File: config.mk
export PLATFORM = sky130hd
export DESIGN_NAME = fp2_sub_add_arbiter
export DESIGN_NICKNAME = d
export VERILOG_FILES = /design/src/rtl/fp2_arb_pkg.sv /design/src/rtl/fp2_arb_rr_pick.sv /design/src/rtl/fp2_sub_add_arbiter.sv
export SDC_FILE = /design/constraint.sdc
export NUM_CORES = 1
export LEC_CHECK = 0
export BUFFER_PORTS_ARGS = -buffer_cell sky130_fd_sc_hd__buf_2
export CAP_MARGIN = 20
export CORE_AREA = 2 2 39 41
export CTS_BUF_LIST = sky130_fd_sc_hd__clkbuf_8
export CTS_CLUSTER_SIZE = 40
export DETAILED_ROUTE_END_ITERATION = 8
export DIE_AREA = 0 0 41 43
export GPL_TIMING_DRIVEN = 0
export PLACE_DENSITY = 0.77
export SYNTH_ARGS = -nofsm -noshare
export SYNTH_HDL_FRONTEND = slang
export SYNTH_SLANG_ARGS = --single-unit
File: constraint.sdc
create_clock -name clk -period 2.1 [get_ports clk]
set_input_delay 0.21 -clock clk [delete_from_list [all_inputs] [get_ports clk]]
set_output_delay 0.21 -clock clk [all_outputs]
set_load 0.02 [all_outputs]
File: src/rtl/fp2_arb_pkg.sv
// Shared types for the fp2 sub/add unit arbiter: FSM states, requester index,
// command width default and the command encodings understood by fp2_sub_add_correction.
package fp2_arb_pkg;

  localparam int unsigned CMD_W_DEF = 3;

  typedef enum logic [1:0] {
    S_IDLE,
    S_ISSUE,
    S_WAIT,
    S_DONE
  } arb_state_t;

  typedef logic req_idx_t;

  localparam logic [CMD_W_DEF-1:0] CMD_SUB      = 3'd0;
  localparam logic [CMD_W_DEF-1:0] CMD_ADD      = 3'd1;
  localparam logic [CMD_W_DEF-1:0] CMD_SUB_CORR = 3'd2;
  localparam logic [CMD_W_DEF-1:0] CMD_ADD_CORR = 3'd3;
  localparam logic [CMD_W_DEF-1:0] CMD_CORR     = 3'd4;

endpackage

File: src/rtl/fp2_arb_rr_pick.sv
// Two-way round-robin pick: on contention the requester not served last wins.
module fp2_arb_rr_pick
  import fp2_arb_pkg::*;
(
  input  logic     req_0,
  input  logic     req_1,
  input  req_idx_t last,
  output logic     valid,
  output req_idx_t idx
);

  always_comb begin
    valid = req_0 | req_1;
    if (req_0 && req_1) idx = ~last;
    else                idx = req_1;
  end

endmodule

File: src/rtl/fp2_sub_add_arbiter.sv
// Arbitrates two requesters onto one fp2_sub_add_correction unit and its memory ports.
// Optional WAIT watchdog enabled by defining FP2_ARB_TIMEOUT_EN.
module fp2_sub_add_arbiter
  import fp2_arb_pkg::*;
#(
  parameter int unsigned TIMEOUT_CYCLES = 4096,
  parameter int unsigned CMD_W          = CMD_W_DEF
) (
  input  logic             clk,
  input  logic             rst,
  input  logic             req_0,
  input  logic             req_1,
  input  logic [CMD_W-1:0] cmd_0,
  input  logic [CMD_W-1:0] cmd_1,
  input  logic             ext_0,
  input  logic             ext_1,
  output logic             grant_0,
  output logic             grant_1,
  output logic             done_0,
  output logic             done_1,
  output logic             mem_sel,
  output logic             unit_start,
  output logic [CMD_W-1:0] unit_cmd,
  output logic             unit_ext,
  input  logic             unit_busy,
  input  logic             unit_done,
  output logic             busy,
  output logic             timeout_err
);

  arb_state_t state, state_nx;
  req_idx_t   owner;
  req_idx_t   last;
  logic       pick_valid;
  req_idx_t   pick_idx;
  logic       tmo_hit;

  fp2_arb_rr_pick u_pick (
    .req_0 (req_0),
    .req_1 (req_1),
    .last  (last),
    .valid (pick_valid),
    .idx   (pick_idx)
  );

  always_ff @(posedge clk or negedge rst) begin
    if (!rst) begin
      state    <= S_IDLE;
      owner    <= 1'b0;
      last     <= 1'b1;
      unit_cmd <= '0;
      unit_ext <= 1'b0;
    end else begin
      state <= state_nx;
      if (state == S_IDLE && pick_valid) begin
        owner    <= pick_idx;
        unit_cmd <= pick_idx ? cmd_1 : cmd_0;
        unit_ext <= pick_idx ? ext_1 : ext_0;
      end
      if (state == S_DONE) last <= owner;
    end
  end

  always_comb begin
    state_nx = state;
    case (state)
      S_IDLE:  if (pick_valid) state_nx = S_ISSUE;
      S_ISSUE: state_nx = S_WAIT;
      S_WAIT:  if (unit_done || tmo_hit) state_nx = S_DONE;
      S_DONE:  state_nx = S_IDLE;
      default: state_nx = S_IDLE;
    endcase
  end

  // Owner-qualified outputs decode straight from the state register, so they
  // follow reset asynchronously and can never overlap.
  assign busy       = (state != S_IDLE);
  assign grant_0    = busy && (owner == 1'b0);
  assign grant_1    = busy && (owner == 1'b1);
  assign done_0     = (state == S_DONE) && (owner == 1'b0);
  assign done_1     = (state == S_DONE) && (owner == 1'b1);
  assign unit_start = (state == S_ISSUE);
  assign mem_sel    = owner;

`ifdef FP2_ARB_TIMEOUT_EN
  localparam int unsigned CNT_W = $clog2(TIMEOUT_CYCLES + 1);

  logic [CNT_W-1:0] wait_cnt;
  logic             terr;

  assign tmo_hit = (state == S_WAIT) && (wait_cnt == CNT_W'(TIMEOUT_CYCLES - 1));

  always_ff @(posedge clk or negedge rst) begin
    if (!rst) begin
      wait_cnt <= '0;
      terr     <= 1'b0;
    end else begin
      wait_cnt <= (state == S_WAIT) ? wait_cnt + 1'b1 : '0;
      if (tmo_hit && !unit_done) terr <= 1'b1;
    end
  end

  assign timeout_err = terr;
`else
  assign tmo_hit     = 1'b0;
  assign timeout_err = 1'b0;
`endif

  // unit_busy is observation only; never steers the FSM.
  logic unused_inputs;
  assign unused_inputs = &{1'b0, unit_busy, 1'(TIMEOUT_CYCLES)};

endmodule

# [After elaboration in Yosys (flattened, before gate mapping)]
# Cells that the tools add are included.
[op_classes] bitwise=3 muxes=6 magnitude_cmp=0 shift=0 eq_ne=5 n_reduce_logical=9 n_div=0 n_mul=0 addsub=0
[op_table] op="one-hot mux 2 bit (4 select lines)" count=1
[op_table] op="logical AND 1 bit" count=6
[op_table] op="== test 2 bit, second input constant" count=2
[op_table] op="2-to-1 mux 2 bit" count=2
[op_table] op="!= test 2 bit, second input constant" count=2
[op_table] op="2-to-1 mux 3 bit" count=1
[op_table] op="== test 2 x 1 -> 1 bit, second input constant" count=1
[op_table] op="zero test 2 bit" count=1
[op_table] op="2-to-1 mux 1 bit" count=2
[op_table] op="NOT 1 bit" count=2
[op_table] op="AND reduction 2 bit" count=1
[op_table] op="nonzero test 2 bit" count=1
[op_table] op="bitwise OR 1 bit" count=1
[word_totals] ramBits=0 output_inout_bits=12 latchBits=0 input_bits=14 ff_bits=8 mem_bits_ro=0 elab_cells=28 memories=0

# [Longest topological paths before layout]
[depth] ltp_word=3 depth_mapped=6 ltp_nobuf=5

# [Hierarchy]
# From an unflattened synthesis, not the netlist that was laid out.
[hier_totals] hier_cells=45 area_unflattened_um2=484.2
[by_module_without_submodules] module="fp2_sub_add_arbiter" n_inst=1 area_each_um2=470.5 seq_area_each_um2=201.4 cells_each=43
[by_module_without_submodules] module="fp2_arb_rr_pick" n_inst=1 area_each_um2=13.8 seq_area_each_um2=0.0 cells_each=2

# [Worst setup path after synthesis]
# Ideal clock, no wire load.
[synth_timing] kind="reg2reg" start="register state[0]" end="register state[1]" path_stages_with_launch=6 period_less_slack_ns=1.569 setup_slack_ns=0.531 arrival_time_ns=1.444 t_required_ns=1.975 n_path_buf=0 setup_time_ns=0.125 path_cell_list="dfrtp_1 > inv_1 > ha_1 > inv_2 > o32a_1 > mux2_4"
[synth_via] elab_chain_len=3 elab_cells_between_ends=8 classes_between="eq/ne (5); mux (1); reduce/logical (2)"
[synth_rtl] item="start, declared" line="fp2_sub_add_arbiter.sv:31" source="arb_state_t state, state_nx;"
[synth_rtl] item="start signal, assigned" line="fp2_sub_add_arbiter.sv:54" source="state <= state_nx;"
[synth_rtl] item="== test 2 bit / zero test 2 bit (equally long branches)" line="fp2_sub_add_arbiter.sv:66" source="case (state)"
[synth_rtl] item="!= test 2 bit (no line)"
[synth_rtl] item="AND reduction 2 bit (no line)"
# Several ways; a longest one is shown, not always the timed one.
# A chain may end at the register's enable or synchronous reset.

# [Worst setup path after layout]
# Ends and elaborated chain as after synthesis.

==> metrics.md <==
| Metric | Value |
|---|---|
| Last weighted congestion value of the routability-driven placer | 0.805 |
| Dpl cell area | 601 µm² |
| Worst-skew pair later-pin latency | 230 ps |
| CP max FO | 4 |
| Number of setup violations in the final report | 0 |
| Drt wl/cell | 10.1 µm |
| Average vias per placed instance | 4.44 |
| Data required time at the worst endpoint | 2210 ps |
| Area enclosed by the die boundary | 1760 µm² |
| Classification of the worst setup path | reg -> reg |
| Most used cells in the layout excluding fill and tap cells | buf_2, dfrtp_1, nor2_1 |
| Number of buffers inserted during clock tree synthesis | 3 |
| Post-detailed-route count of antenna-violating nets | 0 |
| Number of cells on the worst reg-to-reg path | 5 |
| Number of buffers inserted to repair setup after CTS | 0 |
| Worst setup slack after placement | 491 ps |
| Setup crit start kind | flop |
| Share of the clock period used by the worst path after layout | 76.7% |
| Ys async rst share | 100% |
| Port Buffers | 23 |
| Root buffer cell | clkbuf_8 |
| Synthesis Warnings | 0 |
| Sequential-to-total area share from yosys stat | 43.3% |
| Maximum operating frequency | 0.620 GHz |
| Overall overflow remaining after global route | 0 |
| Number of max-capacitance violations reported | 0 |
| CTS clock-pin slew for the worst setup and hold paths | 40 ps |
| Effective utilization at floorplan | around a third |
| Layout cell share with drive strength beyond 1 | 43.8% |
| Number of global-route vias before repair | 337 |
| FF-to-FF End | state[1] |
| H-Tree Depth | 1 |
| Min-delay worst type | in -> reg |
| Row count | 14 |
| Wire length of the first global-routing pass | between 1000 and 1500 µm |
| Pin count of the biggest net entering global routing | 10 |
| Remaining DRCs | 0 |
| Ys flop type | dfrtp_1 |
| Start point of the worst hold path | cmd_0[1] |
| Count of clock tree sinks | 8 |
| Mapped Area | 465 µm² |
| Run status | finished, final reports clean |
| Tmin final | 1610 ps |
| Clock Tree Buf Depth | 2 |
| Total detailed-routing wirelength | 898 µm |
| Startpoint of the worst-slack reg-to-reg timing path | state[0] |
| EDFF count, synth | 0 |
| Drt first-iter violations | 5 |
| Setup repair after global routing missed its margin | false |
| Power density relative to cell area | 1590 nW/µm² |
| Count of TritonRoute iterations in the first routing pass | 3 |
| Antenna violations before repair | 0 |
| Total core area | 1380 µm² |
| Worst reg-to-reg setup slack | 490 ps |
| Maximum clock skew at final layout | 0.687 ps |
| Synthesized Nets | between 60 and 70 |
| Post-layout net count | 93 |
| Design area | 656 µm² |
| Detailed-placement wirelength estimate | around 740 µm |
| Max-slew violation total from the final report | 0 |
| Global-route usage over all layers | 12.7% |
| Syn Area/Cell | 10.3 µm² |
| Worst Hold Path EP | unit_cmd[1] |
| Hold Path Cell Cnt | 3 |
| Syn-to-layout area delta | 40.9% |
| Leading cell type in the layout, fill and taps excluded | buf_2 |
| Number of library cell types mapped by synthesis | 21 |
| Worst hold margin | about 280 ps |
| Number of antenna repair diodes | 0 |
| Peak supply drop | 0.580 mV |
| Vias | approximately 400 |
| Clock tree from TritonCTS | done |
| Die width | a little over 40 µm |
| Critical Path End Type | flop |
| Vertical extent of the die | 43 µm |
| Ports | 26 |
| PnR worst setup slack | ~490 ps |
| Sum of internal, switching and leakage power | 1040 µW |
| Hold violation count in the final report | 0 |
| Setup TNS | 0 ps |
| Synthesized instance count | 45 |
| Static leakage | 0.000351 µW |
| Worst endpoint data arrival time | 1720 ps |
| Post-synthesis sequential element count | 8 |
-- state kept, by name (all words and copies together), names as in the netlist --
| register | count |
|---|---|
| unit_cmd | 3 |
| state | 2 |
| mem_sel | 1 |
| unit_ext | 1 |
| last | 1 |
-- power by group --
group	leakage [µW]	total [µW]	switching [µW]	internal, µW
Combinational	0.000234	557	325	232
Clock	0.0000269	186	59.3	126
Sequential	0.0000903	301	58.6	242
-- metrics by stage --
stage / util, % / cells
3_5_place_dp: 43.4 / 84
6_report: 47.4 / 89
4_1_cts: 47.4 / 89
2_1_floorplan: - / 45
3_3_place_gp: 43.4 / 84
5_1_grt: 47.4 / 89
-- worst max path at each step --
stage,startpoint,cells past startpoint,end
2_1_floorplan,state[0],5,state[1]
3_3_place_gp,state[0],5,state[1]
3_5_place_dp,state[0],5,state[1]
4_1_cts,state[0],5,state[1]
5_1_grt,state[1],5,state[1]
6_report,state[0],5,state[1]
-- layout make-up --
class / instances / area (µm²)
clock buffers: 3 / 41.3
flip-flops and latches: 8 / 201
inverters: 5 / 18.8
fillers: 146 / 728
well taps: 16 / 20.0
clock inverters: 1 / 3.75
plain buffers: 2 / 11.3
repair buffers: 24 / 125
multi-input cells: 30 / 234
-- synth_stat cells, types with 4 or more instances --
cell type  count  area [µm²]
mux2i_1        4        40.0
ha_1           5        62.6
inv_1          4        15.0
a21oi_1        4        20.0
dfrtp_1        7         175
nor2_1         6        22.5
-- critical path, cell delays in order (launching register included) --
cell,delay (ps)
dfrtp_1,410
inv_1,120
ha_1,240
inv_2,50
o32a_1,380
mux2_4,300
-- metal layers --
layer / track usage, % / part of all wire, % / vias up
met5: 0 / 0 / -
met2: 19.1 / 54 / 10
met3: 9.42 / 6.8 / 0
met4: 2.00 / 0 / 0
li1: - / - / 200
met1: 14.3 / 39 / 185
-- logic make-up after synthesis --
group                    share of synthesized area (%)
flip-flops                                        43.3
multiplexers                                      14.2
AO/OA/AOI/OAI                                     13.4
buffers and inverters                             6.45
adder cells (fa/ha/maj)                           13.4
AND/OR/NAND/NOR                                   8.33
other                                            0.806
-- repair_timing --
action,CTS,global route
hold endpoints to repair,7,0
gates resized for setup,0,0
hold buffers,1,0
Note: power is estimated with default switching activity, not from simulation.
